===== src/rtl/divdr_pkg.sv =====
// Shared types and constants for the sequential restoring divider.
package divdr_pkg;

  typedef enum logic [1:0] {
    IDLE,
    RUN,
    FIXUP,
    DONE
  } divdr_state_e;

  localparam int unsigned DIVDR_DEFAULT_N = 4;
  localparam int unsigned DIVDR_CNT_W     = $clog2(DIVDR_DEFAULT_N + 1);

  // Step-counter width for an arbitrary operand width.
  function automatic int unsigned divdr_cnt_width(input int unsigned n);
    return $clog2(n + 1);
  endfunction

endpackage


===== src/rtl/restoring_div_step.sv =====
// One combinational restoring-division iteration: shift, trial subtract, restore.
module restoring_div_step #(
  parameter int unsigned N = 4
) (
  input  logic [N-1:0] i_rem,
  input  logic [N-1:0] i_quo,
  input  logic [N-1:0] i_div,
  output logic [N-1:0] o_rem,
  output logic [N-1:0] o_quo
);

  logic [N:0]   w_shift;
  logic [N-1:0] w_diff;
  logic         w_ge;

  // The trial value is N+1 bits; when it is kept, its top bit is always zero
  // because the incoming remainder is smaller than the divisor.
  always_comb begin
    w_shift = {i_rem, i_quo[N-1]};
    w_ge    = (w_shift >= {1'b0, i_div});
    w_diff  = w_shift[N-1:0] - i_div;
    o_rem   = w_ge ? w_diff : w_shift[N-1:0];
    o_quo   = {i_quo[N-2:0], w_ge};
  end

endmodule


===== src/rtl/seq_restoring_divdr.sv =====
// Sequential N-bit restoring divider with start/done handshake.
// Define DIVDR_SIGNED_EN for two's-complement operands (adds a sign-fixup cycle).
module seq_restoring_divdr
  import divdr_pkg::*;
#(
  parameter int unsigned N = DIVDR_DEFAULT_N
) (
  input  logic         clk,
  input  logic         rst,
  input  logic         start,
  input  logic [N-1:0] dividend,
  input  logic [N-1:0] divisor,
  output logic         busy,
  output logic         done,
  output logic [N-1:0] quotient,
  output logic [N-1:0] remainder,
  output logic         div_by_zero
);

  localparam int unsigned CW = divdr_cnt_width(N);
  localparam logic [CW-1:0] LAST_STEP = CW'(N - 1);

  divdr_state_e r_state;
  logic [CW-1:0] r_cnt;
  logic [N-1:0]  r_rem;
  logic [N-1:0]  r_q;
  logic [N-1:0]  r_d;
  logic [N-1:0]  r_quotient;
  logic [N-1:0]  r_remainder;
  logic          r_busy;
  logic          r_done;
  logic          r_dbz;

  logic [N-1:0]  w_rem_nxt;
  logic [N-1:0]  w_q_nxt;
  logic [N-1:0]  w_dvd_mag;
  logic [N-1:0]  w_dvs_mag;

`ifdef DIVDR_SIGNED_EN
  logic r_dvd_neg;
  logic r_dvs_neg;

  // The most-negative value's magnitude still fits in N unsigned bits.
  always_comb begin
    w_dvd_mag = dividend[N-1] ? (~dividend + 1'b1) : dividend;
    w_dvs_mag = divisor[N-1]  ? (~divisor + 1'b1)  : divisor;
  end
`else
  always_comb begin
    w_dvd_mag = dividend;
    w_dvs_mag = divisor;
  end
`endif

  restoring_div_step #(.N(N)) u_step (
    .i_rem (r_rem),
    .i_quo (r_q),
    .i_div (r_d),
    .o_rem (w_rem_nxt),
    .o_quo (w_q_nxt)
  );

  always_ff @(posedge clk or posedge rst) begin
    if (rst) begin
      r_state     <= IDLE;
      r_cnt       <= '0;
      r_rem       <= '0;
      r_q         <= '0;
      r_d         <= '0;
      r_quotient  <= '0;
      r_remainder <= '0;
      r_busy      <= 1'b0;
      r_done      <= 1'b0;
      r_dbz       <= 1'b0;
`ifdef DIVDR_SIGNED_EN
      r_dvd_neg   <= 1'b0;
      r_dvs_neg   <= 1'b0;
`endif
    end else begin
      r_done <= 1'b0;
      case (r_state)
        IDLE, DONE: begin
          if (start) begin
            if (divisor == '0) begin
              r_quotient  <= '1;
              r_remainder <= dividend;
              r_dbz       <= 1'b1;
              r_done      <= 1'b1;
              r_state     <= DONE;
            end else begin
              r_d     <= w_dvs_mag;
              r_q     <= w_dvd_mag;
              r_rem   <= '0;
              r_cnt   <= '0;
              r_dbz   <= 1'b0;
              r_busy  <= 1'b1;
              r_state <= RUN;
`ifdef DIVDR_SIGNED_EN
              r_dvd_neg <= dividend[N-1];
              r_dvs_neg <= divisor[N-1];
`endif
            end
          end else if (r_state == DONE) begin
            r_state <= IDLE;
          end
        end

        RUN: begin
          r_q   <= w_q_nxt;
          r_rem <= w_rem_nxt;
          if (r_cnt == LAST_STEP) begin
            r_cnt  <= '0;
            r_busy <= 1'b0;
`ifdef DIVDR_SIGNED_EN
            r_state <= FIXUP;
`else
            r_quotient  <= w_q_nxt;
            r_remainder <= w_rem_nxt;
            r_done      <= 1'b1;
            r_state     <= DONE;
`endif
          end else begin
            r_cnt <= r_cnt + 1'b1;
          end
        end

`ifdef DIVDR_SIGNED_EN
        // Truncation toward zero: remainder follows the dividend's sign.
        FIXUP: begin
          r_quotient  <= (r_dvd_neg ^ r_dvs_neg) ? (~r_q + 1'b1) : r_q;
          r_remainder <= r_dvd_neg ? (~r_rem + 1'b1) : r_rem;
          r_done      <= 1'b1;
          r_state     <= DONE;
        end
`else
        FIXUP: r_state <= IDLE;
`endif

        default: r_state <= IDLE;
      endcase
    end
  end

  assign busy        = r_busy;
  assign done        = r_done;
  assign quotient    = r_quotient;
  assign remainder   = r_remainder;
  assign div_by_zero = r_dbz;

endmodule


===== config.mk =====
export PLATFORM = sky130hd
export DESIGN_NAME = seq_restoring_divdr
export DESIGN_NICKNAME = d
export VERILOG_FILES = /design/src/rtl/divdr_pkg.sv /design/src/rtl/restoring_div_step.sv /design/src/rtl/seq_restoring_divdr.sv
export SDC_FILE = /design/constraint.sdc
export NUM_CORES = 1
export LEC_CHECK = 0
export BUFFER_PORTS_ARGS = -buffer_cell sky130_fd_sc_hd__buf_2
export CORE_MARGIN = 1.5
export CORE_UTILIZATION = 56
export DETAILED_ROUTE_END_ITERATION = 16
export PLACE_DENSITY_LB_ADDON = 0.15
export SLEW_MARGIN = 40
export SYNTH_ARGS = -nofsm -noshare
export SYNTH_HDL_FRONTEND = slang
export SYNTH_SLANG_ARGS = --single-unit

===== constraint.sdc =====
create_clock -name clk -period 2.34 [get_ports clk]
set_input_delay 0.468 -clock clk [delete_from_list [all_inputs] [get_ports clk]]
set_output_delay 0.468 -clock clk [all_outputs]
set_load 0.05 [all_outputs]

### After elaboration in Yosys (flattened, before gate mapping)

Cells that the tools add are included.

* bitwise logic cells: 1
* eq/ne operators: 9
* add/sub/neg operators: 2
* magnitude comparators: 1
* reductions and logical operators: 10
* multiplexer cells: 32

Operators with widths (count)
* two-way mux 4 bit: 11
* case mux 4 bit (2 select lines): 4
* two-way mux 3 bit: 3
* two-way mux 2 bit: 4
* inequality test 2 bit (second input constant): 4
* AND reduction 4 bit: 2
* two-way mux 1 bit: 6
* case mux 2 bit (3 select lines): 1
* case mux 3 bit (2 select lines): 1
* AND reduction 3 bit: 2
* greater-or-equal comparator 5 x 4 -> 1 bit: 1
* equality test 2 bit (second input constant): 2
* logical NOT 4 bit: 1
* case mux 1 bit (2 select lines): 2
* AND reduction 2 bit: 2
* subtractor 4 bit: 1
* adder 3 x 1 -> 3 bit (second input constant): 1
* equality test 3 x 2 -> 1 bit (second input constant): 1
* inequality test 3 bit (second input constant): 1
* equality test 2 x 1 -> 1 bit (second input constant): 1
* logical NOT 2 bit: 1
* nonzero test 2 bit: 1
* OR reduction 2 bit: 1
* inverter 1 bit: 1

* word-level logic and storage cells: 65
* register bits: 28
* output and inout port bits: 11

### Depth between registers and ports, before layout

Gate-level depths: netlist (run 1).

* depth after elaboration: 4
* depth in mapped cells: 9
* gate-level depth less buffers: 8

### By module

From an unflattened synthesis (run 1), not the netlist that was laid out.

* cells, all modules: 155
* area total of the unflattened synthesis: 1566.5 um^2

Modules (own cells, without submodules)
* seq_restoring_divdr: area each 1312.5 um^2, cells each 123, seq. area each 700.7 um^2, instances 1
* restoring_div_step: area each 254.0 um^2, cells each 32, seq. area each 0.0 um^2, instances 1

### Least setup slack after synthesis (run 1)

OpenSTA, ideal clock, no wires.

* path kind: register to register
* start point: reg r_rem[0]
* end point: reg r_remainder[1] (netlist: remainder[1])
* library setup time: 0.082 ns
* stages on the path, launching flop included: 7
* buffers on the path: 0
* slack: 0.395 ns
* data arrival time: 1.863 ns
* path through: dfrtp_1 > ha_1 > nor2b_1 > or3_4 > a21oi_4 > mux2_2 > a31oi_1

* cells in the longest elaborated chain, start to end: 4
* elaborated cells between the ends (all ways): 5
* those cells by class: add/sub (1); order compare (1); mux (3)

RTL lines
* start, declared: line seq_restoring_divdr.sv:25 `logic [N-1:0] r_rem;`
* start signal, assigned: line seq_restoring_divdr.sv:110 `r_rem <= w_rem_nxt;`
* subtractor 4 bit or greater-or-equal comparator 5 x 4 -> 1 bit (tied branches): line restoring_div_step.sv:21, restoring_div_step.sv:20
* two-way mux 4 bit (*): line restoring_div_step.sv:22 `o_rem = w_ge ? w_diff : w_shift[N-1:0];`
* two-way mux 4 bit (*): line seq_restoring_divdr.sv:111 `if (r_cnt == LAST_STEP) begin`
* case mux 4 bit (2 select lines) (*): line seq_restoring_divdr.sv:81 `case (r_state)`
* end signal, assigned: line seq_restoring_divdr.sv:86 `r_remainder <= dividend;`
* end signal, assigned: line seq_restoring_divdr.sv:118 `r_remainder <= w_rem_nxt;`
* end, declared: line seq_restoring_divdr.sv:29 `logic [N-1:0] r_remainder;`

Mark *: on every way between the ends. The rest lies on a longest branch, timed or not. The select of a mux whose other input is x is not followed.
A chain may end at the register's enable or synchronous reset.

### Worst setup path after layout (run 1)

Same ends and word-level chain as after synthesis.

==> results of run 1 <==
==> where the power goes <==
part | switching [W] | leakage [nW] | total (W) | internal [W]
logic | 0.00103 | 0.460 | 0.00164 | 0.000614
clock network | 0.000149 | 0.0279 | 0.000322 | 0.000173
registers | 0.000113 | 0.339 | 0.000796 | 0.000683
total | 0.00129 | 0.827 | 0.00276 | 0.00147
==> through the flow <==
| stage | setup WS (ns) | std cells |
|---|---|---|
| floorplan | 0.3949 | 151 |
| global placement | 0.3511 | 201 |
| detailed placement | 0.2581 | 201 |
| CTS | 0.2067 | 205 |
| global route | 0.1135 | 205 |
| finish | 0.2141 | 205 |
==> state kept, by name, summed over array words and instances (netlist names) <==
signal       count
quotient         4
r_d              4
r_q              4
r_rem            4
remainder        4
r_cnt            3
r_state          2
busy             1
div_by_zero      1
done             1
==> tightest hold or removal path, cell delays in order <==
cell and delay (ns):
buf_2 0.09, inv_1 0.04, buf_4 0.32
==> final cells by class <==
| type | instances | area share [%] |
|---|---|---|
| Clock buffer | 3 | 1.325 |
| Multi-Input combinational cell | 103 | 42.02 |
| Inverter | 14 | 3.091 |
| Sequential cell | 28 | 41.21 |
| Timing Repair Buffer | 26 | 8.389 |
| Tap cell | 30 | 2.208 |
| Clock inverter | 1 | 1.766 |
==> Yosys cell counts (all sizes together) (2+ instances only) <==
cell	n	area (um2)
buf	4	35.03
a21boi	3	33.78
nor2	9	33.78
dfrtp	28	700.7
nand2	21	78.83
o21ai	15	75.07
a31oi	7	43.79
nor2b	3	18.77
inv	14	52.55
clkbuf	2	7.510
o21a	2	15.01
a21oi	3	26.28
o22a	2	17.52
a21o	3	22.52
nand2b	7	43.79
mux2i	3	30.03
mux2	4	45.04
ha	8	100.1
nand3	2	15.01
==> path summary, 6_finish.rpt <==
check / from / end
max in group asynchronous: rst / r_d[2]$_DFFE_PP0P_
worst min register to register: r_rem[3]$_DFFE_PP0P_ / r_rem[3]$_DFFE_PP0P_
worst max-delay path: r_rem[0]$_DFFE_PP0P_ / remainder[1]$_DFFE_PP0P_
worst min-delay path: rst / r_q[0]$_DFFE_PP0P_
worst max register to register: r_rem[0]$_DFFE_PP0P_ / remainder[1]$_DFFE_PP0P_
min in group clk: divisor[2] / r_d[2]$_DFFE_PP0P_
==> cell families after synthesis <==
logic type | synth area share [%]
adders and majority gates | 7.954
and+or+nand+nor | 16.65
AOI/OAI and AO/OA | 17.15
DFF | 46.40
buffers and inverters | 6.297
xor gates and xnor gates | 0.5801
muxes | 4.971
==> routing by layer <==
| metal | vias to the layer above | wire length (um) | track usage, % |
|---|---|---|---|
| li1 | 564 | - | - |
| met1 | 539 | 1323 | 28.57 |
| met2 | 10 | 1455 | 36.71 |
| met3 | 0 | 66 | 2.688 |
| met4 | 0 | 0 | 6.911 |
| met5 | - | 0 | 0 |
==> results.yml, run 1 <==
clocking:
  cts.sinks: 28
  ctsResizeCount: 0
  cts_buffers: 3
  cts_tree: "built"
  clock_latency_ns: 0.33
  root_buffer: "clkbuf_4"
  path_clk_slew_ns: 0.16
  hold_buffers: 0
  htreeDepth: 1
  cts_buffer_depth: 2
  cts_setup_buffers: 0
place:
  gp_congestion: 0.7937
  dp_hpwl_um: 2112
  placed_cell_area_um2: 1648
  portBuffers: 21
final_layout:
  insertedDiodeCount: 0
  area_growth_pct: 12.59
  drive_above_1_share_pct: 22.86
  finalInstanceArea_um2: 1700
  final_cell_mix: "28 x dfrtp_1, 21 x nand2_1, 21 x buf_2, 15 x o21ai_0, 14 x inv_1"
  ff_latch_area_um2: 700.7
  utilization_pct: 67.41
  final_nets: 196
  multiInputGateArea_um2: 714.4
  layout_commonest_cell: "dfrtp_1"
  fillers: 206
timing:
  final_hold_viol_count: 0
  setup_violations: 0
  setup-tns-final_ns: 0
  finalMaxSlewViolations: 0
  grt_setup_unrepaired: "no"
  finalCritPeriodShare_pct: 90.85
  max_freq_mhz: 470.4
  post-route-min-period_ns: 2.126
  timing.hold.ws_ns: 0.1593
  skew_ns: 0.006852
  worst_slew_pin_slew_ns: 0.3649
  slew_headroom_pct: 75.62
setup_path:
  critPathLaunchType: "register"
  crit_type: "register to register"
  cp_data_arrival_time_ns: 2.39
  slowest_stage: "dfrtp_1"
  end_kind: "register"
  cp.required_ns: 2.60
  path_depth: 6
  r2r_cells: 6
  slowest_delay_ns: 0.46
  cp_num_buf_inv: 0
  crit_path_cell_trace: "ha_1, nor2b_1, or3_4, a21oi_4, mux2_2, a31oi_1"
  reg2reg_slack_ns: 0.21
  crit_family: "simple AND/OR/NAND/NOR gates"
  path_max_fanout: 5
global_route:
  grt_pass1_wl_um: 4609
  grt_max_degree: 29
  overflow: 0
  track_usage_pct: 21.56
  antenna_found_initial: 0
  grt_pass1_vias: 1084
job:
  drv_cap: 0
drt:
  post-route-drc-count: 0
  vias_per_cell: 5.429
  ant_nets: 0
  routedWlPerCell_um: 13.87
  vias: 1113
  wl_um: 2844
  dr.pass1.iters: 4
  drt_iter0_drc: 14
synth:
  synth_nets: 171
  ys_async_sr_fraction_pct: 100.0
  synth-main-ff-cell: "dfrtp_1"
  synth.distinct_cells: 35
  yosysWarnings: 0
  synth_edf_count: 0
  syn_area_um2: 1510
  synth_area_per_cell_um2: 10.00
  synth.ff_latch_count: 28
  syn_inst: 151
  seq_area_frac_synth_pct: 46.40
pwr:
  powerDensity_nw_per_um2: 1623
  max-vdd-ir-drop_mv: 0.9795
  leakage_nw: 0.8266
  finalPower_w: 0.002759
status:
  status: "finished, final reports clean"
floorplan:
  ios: 22
  fp.coreArea_um2: 2522
  die_x_um: 54.93
  dieArea_um2: 3017
  die_y_um: 54.93
  initial_core_util_pct: 59.87
  num_rows: 18
worst_hold_path:
  min_path_type: "primary input to async pin"
Note: power is estimated with default switching activity, not from simulation.
==> run 2: changes to the inputs <==
CORE_UTILIZATION = 30   (was 56)
==> run 2 against run 1 <==
  * Combinational power about the same
  * Clock skew about the same
  * Maximum frequency increased by 3.0%
  * Sequential share of layout area decreased by 1.8 points
  * Critical path depth unchanged
  * First-iteration DRC count increased to 6.1 times the previous value
  * Clock power increased by 21%
  * Die area increased by 81%
  * Largest power group unchanged
  * Critical path type unchanged
  * Total power increased by 2.8%
  * Sequential power about the same
  * Design area increased by 4.6%
  * Non-clock buffer count unchanged
==> results.yml, run 2 (synthesis results as in run 1) <==
floorplan:
  die_x_um: 73.95
  fp.coreArea_um2: 4786
  dieArea_um2: 5469
  num_rows: 25
  die_y_um: 73.95
  ios: 22
  initial_core_util_pct: 31.56
final_layout:
  insertedDiodeCount: 0
  final_cell_mix: "28 x dfrtp_1, 21 x nand2_1, 21 x buf_2, 15 x o21ai_0, 14 x inv_1"
  layout_commonest_cell: "dfrtp_1"
  fin_cells: 242
  drive_above_1_share_pct: 22.86
  utilization_pct: 37.15
  area_growth_pct: 17.73
  final_nets: 196
global_route:
  overflow: 0
  track_usage_pct: 12.86
  antenna_found_initial: 0
  grt_pass1_wl_um: 5430
  grt_pass1_vias: 1192
  grt_max_degree: 29
timing:
  grt_setup_unrepaired: "no"
  setup-tns-final_ns: 0
  post-route-min-period_ns: 2.065
  final_hold_viol_count: 0
  setup_violations: 0
  skew_ns: 0.007319
  timing.hold.ws_ns: 0.2390
  slew_headroom_pct: 75.09
  worst_slew_pin_slew_ns: 0.3736
  finalCritPeriodShare_pct: 88.23
  max_freq_mhz: 484.3
  finalMaxSlewViolations: 0
setup_path:
  crit_path_cell_trace: "ha_1, nor2b_1, or3_4, a21oi_4, mux2_2, a31oi_1"
  crit_family: "simple AND/OR/NAND/NOR gates"
  critPathLaunchType: "register"
  cp_data_arrival_time_ns: 2.27
  reg2reg_to: "remainder[1]$_DFFE_PP0P_"
  slowest_stage: "dfrtp_1"
  crit_type: "register to register"
  r2r_cells: 6
  path_max_fanout: 5
  cp_num_buf_inv: 0
  cp.required_ns: 2.55
  regToRegStartpoint: "r_rem[0]$_DFFE_PP0P_"
  end_kind: "register"
  reg2reg_slack_ns: 0.28
  slowest_delay_ns: 0.44
drt:
  post-route-drc-count: 0
  vias_per_cell: 4.537
  drt_iter0_drc: 86
  routedWlPerCell_um: 12.58
  vias: 1098
  wl_um: 3044
  ant_nets: 0
  dr.pass1.iters: 4
clocking:
  htreeDepth: 1
  root_buffer: "clkbuf_8"
  cts_buffers: 3
  cts_setup_buffers: 0
  ctsResizeCount: 0
  cts.sinks: 28
  clock_latency_ns: 0.28
  path_clk_slew_ns: 0.10
  cts_buffer_depth: 2
  cts_tree: "built"
  hold_buffers: 0
pwr:
  leakage_nw: 0.8376
  max-vdd-ir-drop_mv: 0.6690
  powerDensity_nw_per_um2: 1595
place:
  dp_cells: 238
  dp_hpwl_um: 2309
  portBuffers: 21
  gp_congestion: 0.7780
worst_hold_path:
  min_path_type: "primary input to async pin"
job:
  drv_cap: 0
status:
  status: "finished, final reports clean"
[run 2: how the worst max path moves through the flow]
stage                     slack (ns)  depth (start not counted)                  from                        to
after floorplan                 0.39                          6  r_rem[0]$_DFFE_PP0P_  remainder[1]$_DFFE_PP0P_
after global placement          0.33                          6  r_rem[0]$_DFFE_PP0P_  remainder[1]$_DFFE_PP0P_
after detailed placement        0.27                          6  r_rem[0]$_DFFE_PP0P_  remainder[1]$_DFFE_PP0P_
after CTS                       0.25                          6  r_rem[0]$_DFFE_PP0P_  remainder[1]$_DFFE_PP0P_
after global routing            0.15                          6  r_rem[0]$_DFFE_PP0P_  remainder[1]$_DFFE_PP0P_
final                           0.28                          6  r_rem[0]$_DFFE_PP0P_  remainder[1]$_DFFE_PP0P_
[run 2: stage by stage]
step,power [W],worst slack [ns],cell area (um2)
3_3_place_gp,0.002453,0.3309,1707
2_1_floorplan,0.002123,0.3949,1510
6_report,0.002836,0.2753,1778
4_1_cts,0.002875,0.2544,1778
5_1_grt,0.003095,0.1502,1778
3_5_place_dp,0.002483,0.2740,1707
[run 2: final cells by class]
class | instances | area (um2)
Sequential cell | 28 | 700.7
Fill cell | 487 | 3008
Inverter | 14 | 52.55
Multi-Input combinational cell | 103 | 714.4
Tap cell | 67 | 83.83
Clock inverter | 1 | 30.03
Clock buffer | 3 | 41.29
Timing Repair Buffer | 26 | 155.1
[run 2: worst min-delay path: stages]
cell	delay, ns
buf_2	0.09
inv_1	0.04
buf_4	0.33
[run 2: layer usage]
layer,global-route usage (%),up-vias,part of all wire [%]
met4,5.556,0,1.3
met5,0,-,0
met1,16.27,525,47
met3,2.033,4,2.3
met2,21.73,11,50
li1,-,558,-
[run 2: report_power, final]
part / switching (W) / internal [W] / total [W]
combinational: 0.00101 / 0.000638 / 0.00165
sequential: 0.000113 / 0.000684 / 0.000797
clock: 0.000160 / 0.000229 / 0.000390
==> run 3: changes to the inputs <==
CORE_MARGIN = 2   (was 1.5)
SYNTH_HIERARCHICAL = 1   (was default)
clock period = 2.3 ns   (was 2.34 ns; I/O delays follow)
==> run 3 against run 2 <==
  * Highest routed layer unchanged
  * Critical path depth up 1
  * Cell count up 0.83%
  * First-iteration DRC count down 59%
==> results.yml, run 3 <==
setup_path:
  regToRegStartpoint: "r_state[0]$_DFFE_PP0P_"
  end_kind: "register"
  r2r_cells: 7
  reg2reg_to: "quotient[2]$_DFFE_PP0P_"
  cp_data_arrival_time_ns: 2.14
  path_max_fanout: 17
  crit_type: "register to register"
  cp.required_ns: 2.50
  reg2reg_slack_ns: 0.37
  critPathLaunchType: "register"
place:
  portBuffers: 21
  gp_congestion: 0.8095
  dp_hpwl_um: 2693
clocking:
  cts.sinks: 28
  cts_buffers: 3
  ctsResizeCount: 0
  cts_setup_buffers: 0
  hold_buffers: 0
  path_clk_slew_ns: 0.10
  cts_buffer_depth: 2
  root_buffer: "clkbuf_8"
  cts_tree: "built"
  htreeDepth: 1
  clock_latency_ns: 0.28
synth:
  synth_edf_count: 0
  synth.ff_latch_count: 28
  synth_fa_ha_area_share_pct: 7.668
  yosysWarnings: 6
  seq_area_frac_synth_pct: 44.73
  synthXorXnorAreaFrac_pct: 0.5591
  synth_top_family_by_area: "compound AO/OA/AOI/OAI gates"
  synth_nets: 175
  ys_async_sr_fraction_pct: 100.0
  synth_commonest_cells: "28 x dfrtp_1, 17 x inv_1, 15 x nor2_1"
  synth_compound_area_share_pct: 21.33
  synth_area_per_cell_um2: 10.11
  synth.distinct_cells: 40
  yosysTopAreaCell: "dfrtp_1"
  synth.most_common_cell: "dfrtp_1"
  synthMuxAreaShare_pct: 4.792
  syn_area_um2: 1567
  synth_top_area_share_pct: 44.73
  synth-main-ff-cell: "dfrtp_1"
  yosys.area_share.simple_pct: 12.94
  synthTopCellsByArea: "dfrtp_1 45%, ha_1 6.4%, a22o_1 4.5%"
  syn_inst: 155
drt:
  post-route-drc-count: 0
  dr.pass1.iters: 4
  drt_iter0_drc: 35
  wl_um: 3452
  vias: 1191
  vias_per_cell: 4.881
  ant_nets: 0
  routedWlPerCell_um: 14.15
floorplan:
  ios: 22
  die_y_um: 76.26
  initial_core_util_pct: 30.87
  dieArea_um2: 5816
  die_x_um: 76.26
  fp.coreArea_um2: 5075
  num_rows: 26
timing:
  slew_headroom_pct: 74.78
  max_freq_mhz: 516.9
  post-route-min-period_ns: 1.935
  setup_violations: 0
  skew_ns: 0.004054
  grt_setup_unrepaired: "no"
  setup-tns-final_ns: 0
  finalCritPeriodShare_pct: 84.12
  worst_slew_pin_slew_ns: 0.3782
  final_hold_viol_count: 0
  finalMaxSlewViolations: 0
  timing.hold.ws_ns: 0.2310
status:
  status: "finished, final reports clean"
job:
  drv_cap: 0
global_route:
  antenna_found_initial: 0
  grt_pass1_wl_um: 5913
  grt.busiest_layer: "met2"
  use_met3_pct: 2.607
  grt_pass1_vias: 1202
  grt_use_met2_pct: 22.30
  track_usage_pct: 12.61
  overflow: 0
  grt_max_degree: 29
  met1_usage_pct: 15.85
final_layout:
  final_nets: 195
  drive_above_1_share_pct: 21.84
  insertedDiodeCount: 0
  area_growth_pct: 14.86
  layout_commonest_cell: "dfrtp_1"
  final_cell_mix: "28 x dfrtp_1, 21 x buf_2, 17 x inv_1, 15 x nor2_1"
worst_hold_path:
  min_path_type: "primary input to async pin"
==> run 3: through the flow <==
step | area (um2) | instances | util, % | setup slack (ns)
floorplan | 1567 | 155 | - | 0.3808
global placement | 1728 | 240 | 34.05 | 0.2741
detailed placement | 1728 | 240 | 34.05 | 0.2270
CTS | 1799 | 244 | 35.45 | 0.3278
global route | 1799 | 244 | 35.45 | 0.1765
finish | 1799 | 244 | 35.45 | 0.3653
==> run 3: critical path, stage by stage, from the launching register on <==
cell and delay (ns):
dfrtp_1 0.41, inv_1 0.07, ha_1 0.41, nand2b_1 0.26
a221oi_4 0.24, buf_4 0.25, nor2_1 0.06, a31oi_1 0.15
==> run 3: layer usage <==
| layer | routed length (um) | vias to the layer above |
|---|---|---|
| met1 | 1582 | 597 |
| met4 | 23 | 0 |
| met5 | 0 | - |
| li1 | - | 583 |
| met3 | 74 | 2 |
| met2 | 1772 | 9 |
==> run 3: kinds of logic (layout without fill, tap and decap cells) <==
group | count (synthesis) | in the layout
compound gates | 42 | 42
xor+xnor | 1 | 1
fa+ha+maj | 9 | 9
buf+inv | 27 | 46
flops | 28 | 28
mux | 7 | 7
simple gates | 41 | 41
==> run 3: worst max-delay path by stage <==
stage               slack (ns)  depth (start not counted)                   start                       to
finish                    0.37                          7  r_state[0]$_DFFE_PP0P_  quotient[2]$_DFFE_PP0P_
global route              0.18                          7  r_state[0]$_DFFE_PP0P_  quotient[2]$_DFFE_PP0P_
CTS                       0.33                          7  r_state[0]$_DFFE_PP0P_  quotient[2]$_DFFE_PP0P_
detailed placement        0.23                          6              divisor[3]  quotient[2]$_DFFE_PP0P_
global placement          0.27                          6              divisor[3]  quotient[2]$_DFFE_PP0P_
floorplan                 0.38                          7  r_state[0]$_DFFE_PP0P_     r_cnt[0]$_DFFE_PP0P_
==> run 3: area by class of cell <==
cell class	instances	area, um2
clock buffers	3	41.29
clock inverters	1	30.03
fillers	570	3276
inverters	17	63.81
multi-input cells	100	740.7
flip-flops and latches	28	700.7
well taps	70	87.58
repair buffers	25	135.1
Power of run 3 is left out: the tool's default activity adds up to more than one toggle a clock period on the data nets, which glitch-free logic cannot reach.
